File: src/rtl/arm_pipe_pkg.sv
// Shared definitions for the ARM pipeline sequencing controller: FSM encoding,
// action-priority codes and the default data-memory latency.
package arm_pipe_pkg;

  localparam logic [0:0] ST_RUN      = 1'b0;
  localparam logic [0:0] ST_MEM_WAIT = 1'b1;

  // Selected pipeline action, listed from highest to lowest priority
  localparam logic [1:0] SEL_NONE  = 2'd0;
  localparam logic [1:0] SEL_MEM   = 2'd1;
  localparam logic [1:0] SEL_FLUSH = 2'd2;
  localparam logic [1:0] SEL_STALL = 2'd3;

  localparam int DEF_MEM_LAT = 4;

  function automatic logic [1:0] prio_select(input logic mem_freeze,
                                             input logic branch,
                                             input logic stall);
    logic [1:0] sel;
    sel = SEL_NONE;
    if (mem_freeze)  sel = SEL_MEM;
    else if (branch) sel = SEL_FLUSH;
    else if (stall)  sel = SEL_STALL;
    return sel;
  endfunction

endpackage

File: src/rtl/pipeline_stall_ctrl_if.sv
// Event inputs, freeze/flush strobes and performance counters of the
// pipeline sequencing controller; master drives events, slave is the controller.
interface pipeline_stall_ctrl_if #(
  parameter int CNT_W = 16
);
  logic             hazard_detected;
  logic             exe_mem_read;
  logic             branch_taken;
  logic             mem_req;
  logic             perf_clr;
  logic             freeze_pc;
  logic             freeze_if_id;
  logic             flush_if_id;
  logic             flush_id_exe;
  logic             freeze_back;
  logic             mem_busy;
  logic [CNT_W-1:0] stall_cycles;
  logic [CNT_W-1:0] wait_cycles;
  logic [CNT_W-1:0] flush_events;

  modport master (
    output hazard_detected, exe_mem_read, branch_taken, mem_req, perf_clr,
    input  freeze_pc, freeze_if_id, flush_if_id, flush_id_exe, freeze_back,
    input  mem_busy, stall_cycles, wait_cycles, flush_events
  );

  modport slave (
    input  hazard_detected, exe_mem_read, branch_taken, mem_req, perf_clr,
    output freeze_pc, freeze_if_id, flush_if_id, flush_id_exe, freeze_back,
    output mem_busy, stall_cycles, wait_cycles, flush_events
  );
endinterface

File: src/rtl/sat_counter.sv
// Saturating up-counter with synchronous active-low reset and clear;
// clear wins over increment and the count sticks at all-ones.
module sat_counter #(
  parameter int W = 16
) (
  input  logic         clk,
  input  logic         rst_n,
  input  logic         clr,
  input  logic         inc,
  output logic [W-1:0] cnt
);
  logic [W-1:0] r_cnt;

  always_ff @(posedge clk) begin
    if (!rst_n)                    r_cnt <= '0;
    else if (clr)                  r_cnt <= '0;
    else if (inc && (r_cnt != '1)) r_cnt <= r_cnt + W'(1);
  end

  assign cnt = r_cnt;
endmodule

File: src/rtl/pipeline_stall_ctrl.sv
// Pipeline sequencing controller: memory wait-state FSM, prioritised
// freeze/flush strobes and stall/wait/flush counters. Optional macro FORWARDING_EN.
module pipeline_stall_ctrl
  import arm_pipe_pkg::*;
#(
  parameter int MEM_LAT = DEF_MEM_LAT,
  parameter int CNT_W   = 16
) (
  input  logic                 clk,
  input  logic                 rst_n,
  pipeline_stall_ctrl_if.slave bus
);
  localparam int                WCNT_W    = (MEM_LAT > 1) ? $clog2(MEM_LAT) : 1;
  localparam bit                MEM_EN    = (MEM_LAT > 0);
  localparam int                LOAD_I    = (MEM_LAT > 0) ? MEM_LAT - 1 : 0;
  localparam logic [WCNT_W-1:0] WCNT_LOAD = LOAD_I[WCNT_W-1:0];

  logic [0:0]        r_state;
  logic [WCNT_W-1:0] r_wcnt;
  logic              w_mem_freeze;
  logic              w_stall_req;
  logic [1:0]        w_sel;

  always_ff @(posedge clk) begin
    if (!rst_n) begin
      r_state <= ST_RUN;
      r_wcnt  <= '0;
    end else begin
      case (r_state)
        ST_RUN: begin
          if (bus.mem_req && MEM_EN) begin
            r_state <= ST_MEM_WAIT;
            r_wcnt  <= WCNT_LOAD;
          end
        end
        default: begin
          if (r_wcnt != '0) r_wcnt  <= r_wcnt - WCNT_W'(1);
          else              r_state <= ST_RUN;
        end
      endcase
    end
  end

  // The access's first frozen cycle is the RUN cycle that sees mem_req
  assign w_mem_freeze = rst_n &&
                        (((r_state == ST_RUN) && bus.mem_req && MEM_EN) ||
                         ((r_state == ST_MEM_WAIT) && (r_wcnt != '0)));

`ifdef FORWARDING_EN
  assign w_stall_req = bus.hazard_detected & bus.exe_mem_read;
`else
  logic w_unused_ld;
  assign w_unused_ld = bus.exe_mem_read;
  assign w_stall_req = bus.hazard_detected;
`endif

  assign w_sel = rst_n ? prio_select(w_mem_freeze, bus.branch_taken, w_stall_req)
                       : SEL_NONE;

  assign bus.freeze_pc    = (w_sel == SEL_MEM) || (w_sel == SEL_STALL);
  assign bus.freeze_if_id = (w_sel == SEL_MEM) || (w_sel == SEL_STALL);
  assign bus.flush_if_id  = (w_sel == SEL_FLUSH);
  assign bus.flush_id_exe = (w_sel == SEL_FLUSH) || (w_sel == SEL_STALL);
  assign bus.freeze_back  = (w_sel == SEL_MEM);
  assign bus.mem_busy     = rst_n && (r_state == ST_MEM_WAIT);

  sat_counter #(.W(CNT_W)) u_stall_cnt (
    .clk   (clk),
    .rst_n (rst_n),
    .clr   (bus.perf_clr),
    .inc   (w_sel == SEL_STALL),
    .cnt   (bus.stall_cycles)
  );

  sat_counter #(.W(CNT_W)) u_wait_cnt (
    .clk   (clk),
    .rst_n (rst_n),
    .clr   (bus.perf_clr),
    .inc   (w_mem_freeze),
    .cnt   (bus.wait_cycles)
  );

  sat_counter #(.W(CNT_W)) u_flush_cnt (
    .clk   (clk),
    .rst_n (rst_n),
    .clr   (bus.perf_clr),
    .inc   (w_sel == SEL_FLUSH),
    .cnt   (bus.flush_events)
  );
endmodule
File: src/flat_wrapper.sv
// flat-port wrapper written by rule: the top's interface ports become plain ports
module pipeline_stall_ctrl_flat import arm_pipe_pkg::*;
#(
  parameter int MEM_LAT = DEF_MEM_LAT,
  parameter int CNT_W   = 16
)
  (clk, rst_n, bus_hazard_detected, bus_exe_mem_read, bus_branch_taken, bus_mem_req, bus_perf_clr, bus_freeze_pc, bus_freeze_if_id, bus_flush_if_id, bus_flush_id_exe, bus_freeze_back, bus_mem_busy, bus_stall_cycles, bus_wait_cycles, bus_flush_events);
  pipeline_stall_ctrl_if #(.CNT_W(CNT_W)) bus_i ();
  input  logic clk;
  input  logic rst_n;
  input wire logic [$bits(bus_i.hazard_detected)-1:0] bus_hazard_detected;
  input wire logic [$bits(bus_i.exe_mem_read)-1:0] bus_exe_mem_read;
  input wire logic [$bits(bus_i.branch_taken)-1:0] bus_branch_taken;
  input wire logic [$bits(bus_i.mem_req)-1:0] bus_mem_req;
  input wire logic [$bits(bus_i.perf_clr)-1:0] bus_perf_clr;
  output wire logic [$bits(bus_i.freeze_pc)-1:0] bus_freeze_pc;
  output wire logic [$bits(bus_i.freeze_if_id)-1:0] bus_freeze_if_id;
  output wire logic [$bits(bus_i.flush_if_id)-1:0] bus_flush_if_id;
  output wire logic [$bits(bus_i.flush_id_exe)-1:0] bus_flush_id_exe;
  output wire logic [$bits(bus_i.freeze_back)-1:0] bus_freeze_back;
  output wire logic [$bits(bus_i.mem_busy)-1:0] bus_mem_busy;
  output wire logic [$bits(bus_i.stall_cycles)-1:0] bus_stall_cycles;
  output wire logic [$bits(bus_i.wait_cycles)-1:0] bus_wait_cycles;
  output wire logic [$bits(bus_i.flush_events)-1:0] bus_flush_events;
  assign bus_i.hazard_detected = bus_hazard_detected;
  assign bus_i.exe_mem_read = bus_exe_mem_read;
  assign bus_i.branch_taken = bus_branch_taken;
  assign bus_i.mem_req = bus_mem_req;
  assign bus_i.perf_clr = bus_perf_clr;
  assign bus_freeze_pc = bus_i.freeze_pc;
  assign bus_freeze_if_id = bus_i.freeze_if_id;
  assign bus_flush_if_id = bus_i.flush_if_id;
  assign bus_flush_id_exe = bus_i.flush_id_exe;
  assign bus_freeze_back = bus_i.freeze_back;
  assign bus_mem_busy = bus_i.mem_busy;
  assign bus_stall_cycles = bus_i.stall_cycles;
  assign bus_wait_cycles = bus_i.wait_cycles;
  assign bus_flush_events = bus_i.flush_events;
  pipeline_stall_ctrl #(.MEM_LAT(MEM_LAT), .CNT_W(CNT_W)) u_core (.clk(clk), .rst_n(rst_n), .bus(bus_i));
endmodule
File: config.mk
export PLATFORM = sky130hd
export DESIGN_NAME = pipeline_stall_ctrl_flat
export DESIGN_NICKNAME = d
export VERILOG_FILES = /design/src/rtl/arm_pipe_pkg.sv /design/src/rtl/pipeline_stall_ctrl_if.sv /design/src/rtl/sat_counter.sv /design/src/rtl/pipeline_stall_ctrl.sv /design/src/flat_wrapper.sv
export SDC_FILE = /design/constraint.sdc
export NUM_CORES = 1
export LEC_CHECK = 0
export ABC_AREA = 0
export CORE_ASPECT_RATIO = 0.6
export CORE_MARGIN = 8
export CORE_UTILIZATION = 29
export CTS_CLUSTER_SIZE = 16
export DETAILED_ROUTE_END_ITERATION = 7
export GPL_TIMING_DRIVEN = 0
export PLACE_DENSITY = 0.51
export SYNTH_ARGS = -nofsm -noshare
export SYNTH_HDL_FRONTEND = slang
export SYNTH_SLANG_ARGS = --single-unit
File: constraint.sdc
create_clock -name clk -period 2.44 [get_ports clk]
set_input_delay 0.366 -clock clk [delete_from_list [all_inputs] [get_ports clk]]
set_output_delay 0.366 -clock clk [all_outputs]
set_load 0.005 [all_outputs]
==> reports/metrics.cfg, run 1 <==
[critical_path]
cp_data_required_time_ps=2070
end_kind=output port
cp.arrival_ps=1960
start_kind=input pin
critPathKind=input pin to output port
crit_path_max_fanout=9

[yosys]
synth_edf_count=0
ys.warnings.count=0
syn_area_um2=2820
synth_area_per_cell_um2=8.33
ys_seq_elements=51
yosysUniqueCellTypes=47
async_reset_ff_frac=0
synth_ff_type=dfxtp_1
yosysSeqAreaShare=0.362
synthCells=339
syn_nets=350

[timing]
slew_headroom=0.471
timing.hold.ws_ps=459
rsz0062_at_grt=no
clock.fmax_mhz=431
finalSetupViolCount=0
period_needed_ps=2320
fin_ws_ps=118
tightest_slew_ps=786
finClkSkew_ps=5.92
fin_crit_sh=0.952
final-hold-violation-count=0
slew_violations=0

[floorplanning]
placementRows=28
fp.dieH_um=92.4
floorplan.initialDensity=0.292
core-area_um2=9670
die-area_um2=13200
die_x_um=143
io_pins=61

[clock_network]
cts_tree=yes
ctsHtreeMaxLevel=2
path_clk_slew_ps=60
clk_latency_ps=290
root_buffer=clkbuf_16
hold_buffers=0
cts.sinks=51
cts_buffer_depth=2
numCtsBuffers=5

[grt]
grt_max_degree=19
grt_pass1_vias=2806
grt_use_total=0.135
grt.overflow.total=0
grt_pass1_wl_um=14500
antenna_found_initial=0

[place]
port_buffers=58
post-place-ws_ps=-545
gp_congestion=0.782
hpwl_um=6460

[routing]
met2WireLength_um=3480
met1_length_um=4580
via_count=2888
drc=0
wl_per_cell_um=16.3
route.met3.wl_um=573
finalWirelength_um=8750
ant_nets=0
drt_iter0_markers=126
routed.top_layer=met4
firstDrtPassIters=4
viasPerCell=5.37

[job]
max-cap-violations=0

[power_and_ir_drop]
max-vdd-ir-drop_uv=236
p_leak_uw=0.00115
power_density_nw_per_um2=442

[cells_and_area]
fin_nets=415
insertedDiodeCount=0
nFillCells=1026
area_growth_pct=32.4
layout-drive-gt1-share=0.0744

[status]
status=complete, no violations

[min_path]
min_path_type=input pin to register

-- logic make-up (layout without fill, tap and decap cells) --
kind of cell / count (synthesis) / after routing / share of synthesized area
AOI/OAI and AO/OA: 90 / 90 / 0.214
adders and majority gates: 4 / 4 / 0.0177
buffers and inverters: 35 / 99 / 0.0598
DFF: 51 / 51 / 0.362
muxes: 9 / 9 / 0.0319
and+or+nand+nor: 150 / 150 / 0.315
-- where the power goes --
part	total, µW	internal [µW]	switching [µW]
Clock	677	370	307
Sequential	845	839	5.67
Combinational	130	57.2	72.8
Total	1650	1270	386
-- cells in the final DEF, fill, tap and decap left out, types with 2 or more instances in the layout --
cell type / count
clkdlybuf4s50_1: 57
dfxtp_1: 51
nand2_1: 32
a21oi_1: 30
or4_1: 22
o31ai_1: 19
nand4_1: 13
nand3_1: 13
inv_1: 12
nand2b_1: 10
mux2i_1: 9
buf_2: 8
nor2_1: 8
and4_1: 8
nor4_1: 8
a211oi_1: 8
or3_1: 7
clkbuf_1: 7
o21ai_0: 7
a31oi_1: 6
nor3_1: 6
and2_1: 5
clkbuf_16: 5
buf_6: 4
and3_1: 4
o41ai_1: 4
ha_1: 4
nor2b_1: 2
nand3b_1: 2
o2111ai_1: 2
nand4b_1: 2
o311ai_0: 2
nor4_2: 2
a41o_1: 2
o211a_1: 2
buf_4: 2
-- repair_timing --
action	CTS	global route
endpoints found under the setup margin	3	8
gates resized for setup	6	5
buffers inserted	1	0
-- cells in the mapped netlist, types with 8 or more instances --
cell type	count	area, µm²
a211oi_1	8	60.1
nand3_1	13	65.1
nand2b_1	10	62.6
inv_1	13	48.8
o31ai_1	19	143
mux2i_1	9	90.1
nand2_1	33	124
nor2_1	8	30.0
and4_1	8	70.1
a21oi_1	30	150
clkbuf_1	8	30.0
nand4_1	13	81.3
or4_1	22	165
buf_2	9	45.0
nor4_1	8	50.1
dfxtp_1	51	1020
-- critical path, cell delays in order --
cell,delay [ps]
clkdlybuf4s50_1,430
nor2b_1,150
buf_6,140
o21ai_4,210
nand2_2,80
buf_4,130
clkdlybuf4s50_1,440
-- registers in the layout (all words and copies together) (netlist names) --
signal                  flops
u_core.u_wait_cnt.cnt      16
u_core.u_stall_cnt.cnt     16
u_core.r_state              1
u_core.r_wcnt               2
u_core.u_flush_cnt.cnt     16
-- per-stage QoR --
stage               TNS (ps)  power (µW)   util  instances  area [µm²]
floorplan                  0         937      -        339        2820
global placement       -1410         989  0.369        532        3570
detailed placement     -1750         990  0.369        532        3570
CTS                        0        1680  0.385        538        3720
global route               0        1720  0.386        538        3740
finish                     0        1650  0.386        538        3740
-- path summary, 6_finish.rpt --
check / slack [ps] / cells after the start / from / endpoint
worst min-delay path: 460 / 3 / rst_n / u_core.r_state
worst max register to register: 210 / 9 / u_core.r_wcnt[0] / u_core.u_flush_cnt.cnt[10]
worst min register to register: 470 / 1 / u_core.r_wcnt[0] / u_core.r_wcnt[0]
worst max-delay path: 120 / 7 / bus_mem_req / bus_freeze_pc
-- metal layers --
layer / up-vias / global-route usage
met5: - / 0
met2: 78 / 0.192
met1: 1342 / 0.189
met4: 0 / 0.0426
li1: 1455 / -
met3: 13 / 0.0416
-- cell type report --
class                   instances  area [µm²]  area share
plain buffers                  21         124      0.0332
clock buffers                   6         129      0.0345
inverters                      13        48.8      0.0131
multi-input cells             253        1660       0.444
flip-flops and latches         51        1020       0.273
well taps                     135         169      0.0452
repair buffers                 59         587       0.157
No activity file was read; power rests on OpenSTA's default activity.
==> run 2: changes to the inputs <==
--- a/config.mk
+++ b/config.mk
@@ -5,13 +5,13 @@
 export SDC_FILE = /design/constraint.sdc
 export NUM_CORES = 1
 export LEC_CHECK = 0
-export ABC_AREA = 0
 export CORE_ASPECT_RATIO = 0.6
-export CORE_MARGIN = 8
+export CORE_MARGIN = 2
 export CORE_UTILIZATION = 29
 export CTS_CLUSTER_SIZE = 16
 export DETAILED_ROUTE_END_ITERATION = 7
 export GPL_TIMING_DRIVEN = 0
+export MAX_ROUTING_LAYER = met4
 export PLACE_DENSITY = 0.51
 export SYNTH_ARGS = -nofsm -noshare
 export SYNTH_HDL_FRONTEND = slang
==> run 2 against run 1 <==
Net effect:
- flip-flop and latch count unchanged
- via count is 0.93% higher
- non-clock buffer count unchanged
- combinational power about the same
- sequential power barely moved
- critical path type unchanged
- critical endpoint unchanged
- highest routed layer unchanged
==> reports/metrics.cfg, run 2 (same netlist as run 1, synthesis figures left out) <==
[status]
status=complete, no violations

[timing]
period_needed_ps=2360
clock.fmax_mhz=424
slew_violations=0
timing.hold.ws_ps=440
fin_setup_tns_ps=0
finalSetupViolCount=0
fin_crit_sh=0.966
final-hold-violation-count=0
finClkSkew_ps=6.60
slew_headroom=0.455
tightest_slew_ps=810

[job]
max-cap-violations=0

[min_path]
min_path_type=register to register
hold-path-endpoint=u_core.r_wcnt[0]
holdPathStages=1
hp-start=u_core.r_wcnt[0]

[clock_network]
clk_latency_ps=290
root_buffer=clkbuf_16
numCtsBuffers=5
cts.sinks=51
cts_tree=yes
path_clk_slew_ps=70
cts_buffer_depth=2
ctsHtreeMaxLevel=2

[critical_path]
path_common_cell=clkdlybuf4s50_1
start_kind=input pin
path_cells=clkdlybuf4s50_1 -> nor2b_1 -> buf_6 -> o21ai_4 -> nand2_2 -> buf_4 -> clkdlybuf4s50_1
slowest_stage=clkdlybuf4s50_1
critPathKind=input pin to output port
reg2reg_depth=9
end_kind=output port
crit_path_max_fanout=9
max_stage_delay_ps=440
reg2reg_from=u_core.r_wcnt[0]
r2r_end=u_core.u_flush_cnt.cnt[10]
crit_family=buffers and inverters
r2r_slack_ps=200
cp.arrival_ps=1990
cp_data_required_time_ps=2070
cp_num_buf_inv=4

[routing]
finalWirelength_um=8420
drt_iter0_markers=202
firstDrtPassIters=4
ant_nets=0
wl_per_cell_um=15.8
drc=0
via_count=2915
viasPerCell=5.46

[grt]
grt_use_total=0.169
antenna_found_initial=0
grt_max_degree=19
grt.overflow.total=0
grt_pass1_vias=2630
grt_pass1_wl_um=14000

[cells_and_area]
final_common_cell=clkdlybuf4s50_1
layout-drive-gt1-share=0.0743
fin_nets=415
mostFrequentLayoutCells=clkdlybuf4s50_1 (57), dfxtp_1 (50), nand2_1 (32), a21oi_1 (30), or4_1 (22)
area_growth_pct=32.3
insertedDiodeCount=0

[place]
hpwl_um=6120
port_buffers=58
gp_congestion=0.821

[power_and_ir_drop]
internal_power_uw=1300
power_density_nw_per_um2=453
max-vdd-ir-drop_uv=278
comb_power_share=0.077
power_frac_clock=0.424
switching_share=0.234
p_leak_uw=0.00115
power.share.sequential=0.499
power_switching_uw=395

[floorplanning]
io_pins=61
placementRows=27
core-area_um2=9320
die-area_um2=10600
floorplan.initialDensity=0.303
die_x_um=131
fp.dieH_um=80.4

[run 2: changes by cell type in the layout (fill, tap and decap cells not counted), sizes merged]
cell	delta
clkinv	+1
[run 2: per-layer routing]
layer | wire, µm | global-route usage | vias to the layer above
li1 | - | - | 1439
met1 | 4570 | 0.245 | 1387
met2 | 3340 | 0.235 | 84
met3 | 448 | 0.0379 | 5
met4 | 60 | 0.0370 | 0
met5 | 0 | - | -
[run 2: how the worst max path moves through the flow]
stage	cells past startpoint	end	from
after floorplan	8	u_core.u_flush_cnt.cnt[10]	u_core.r_wcnt[0]
after global placement	8	bus_flush_if_id	bus_mem_req
after detailed placement	8	bus_flush_if_id	bus_mem_req
after CTS	7	bus_freeze_pc	bus_mem_req
after global routing	8	bus_freeze_pc	u_core.r_wcnt[0]
final	7	bus_freeze_pc	bus_mem_req
[run 2: repair_timing]
item                                    CTS  global route
endpoints found under the setup margin    3             1
buffers inserted                          1             0
hold buffers                              0             0
hold endpoints to repair                  0             0
gates resized for setup                   6             2
pin swaps                                 0             1
[run 2: power by group through the flow]
stage	clock, µW	sequential, µW	combinational (µW)
after floorplan	0	863	74.5
final	718	845	131
after global placement	0	864	125
after CTS	736	844	130
after global routing	773	846	145
after detailed placement	0	864	126
[run 2: per-stage QoR]
stage                     cell area [µm²]  utilization  setup slack, ps  std cells  power, µW
final                                3730        0.400             83.3        534       1690
after floorplan                      2820            -              483        339        937
after detailed placement             3570        0.382             -517        527        990
after global placement               3570        0.382             -528        527        988
after CTS                            3730        0.400             54.6        534       1710
after global routing                 3730        0.400            -1.98        534       1760
[run 2: area by class of cell]
class	instances	area, µm²
buffer	21	123
clock buffer	6	139
clock inverter	1	5.00
fill	969	5590
inverter	13	48.8
multi-input combinational	253	1650
sequential	51	1020
tap	130	163
timing repair buffer	59	587
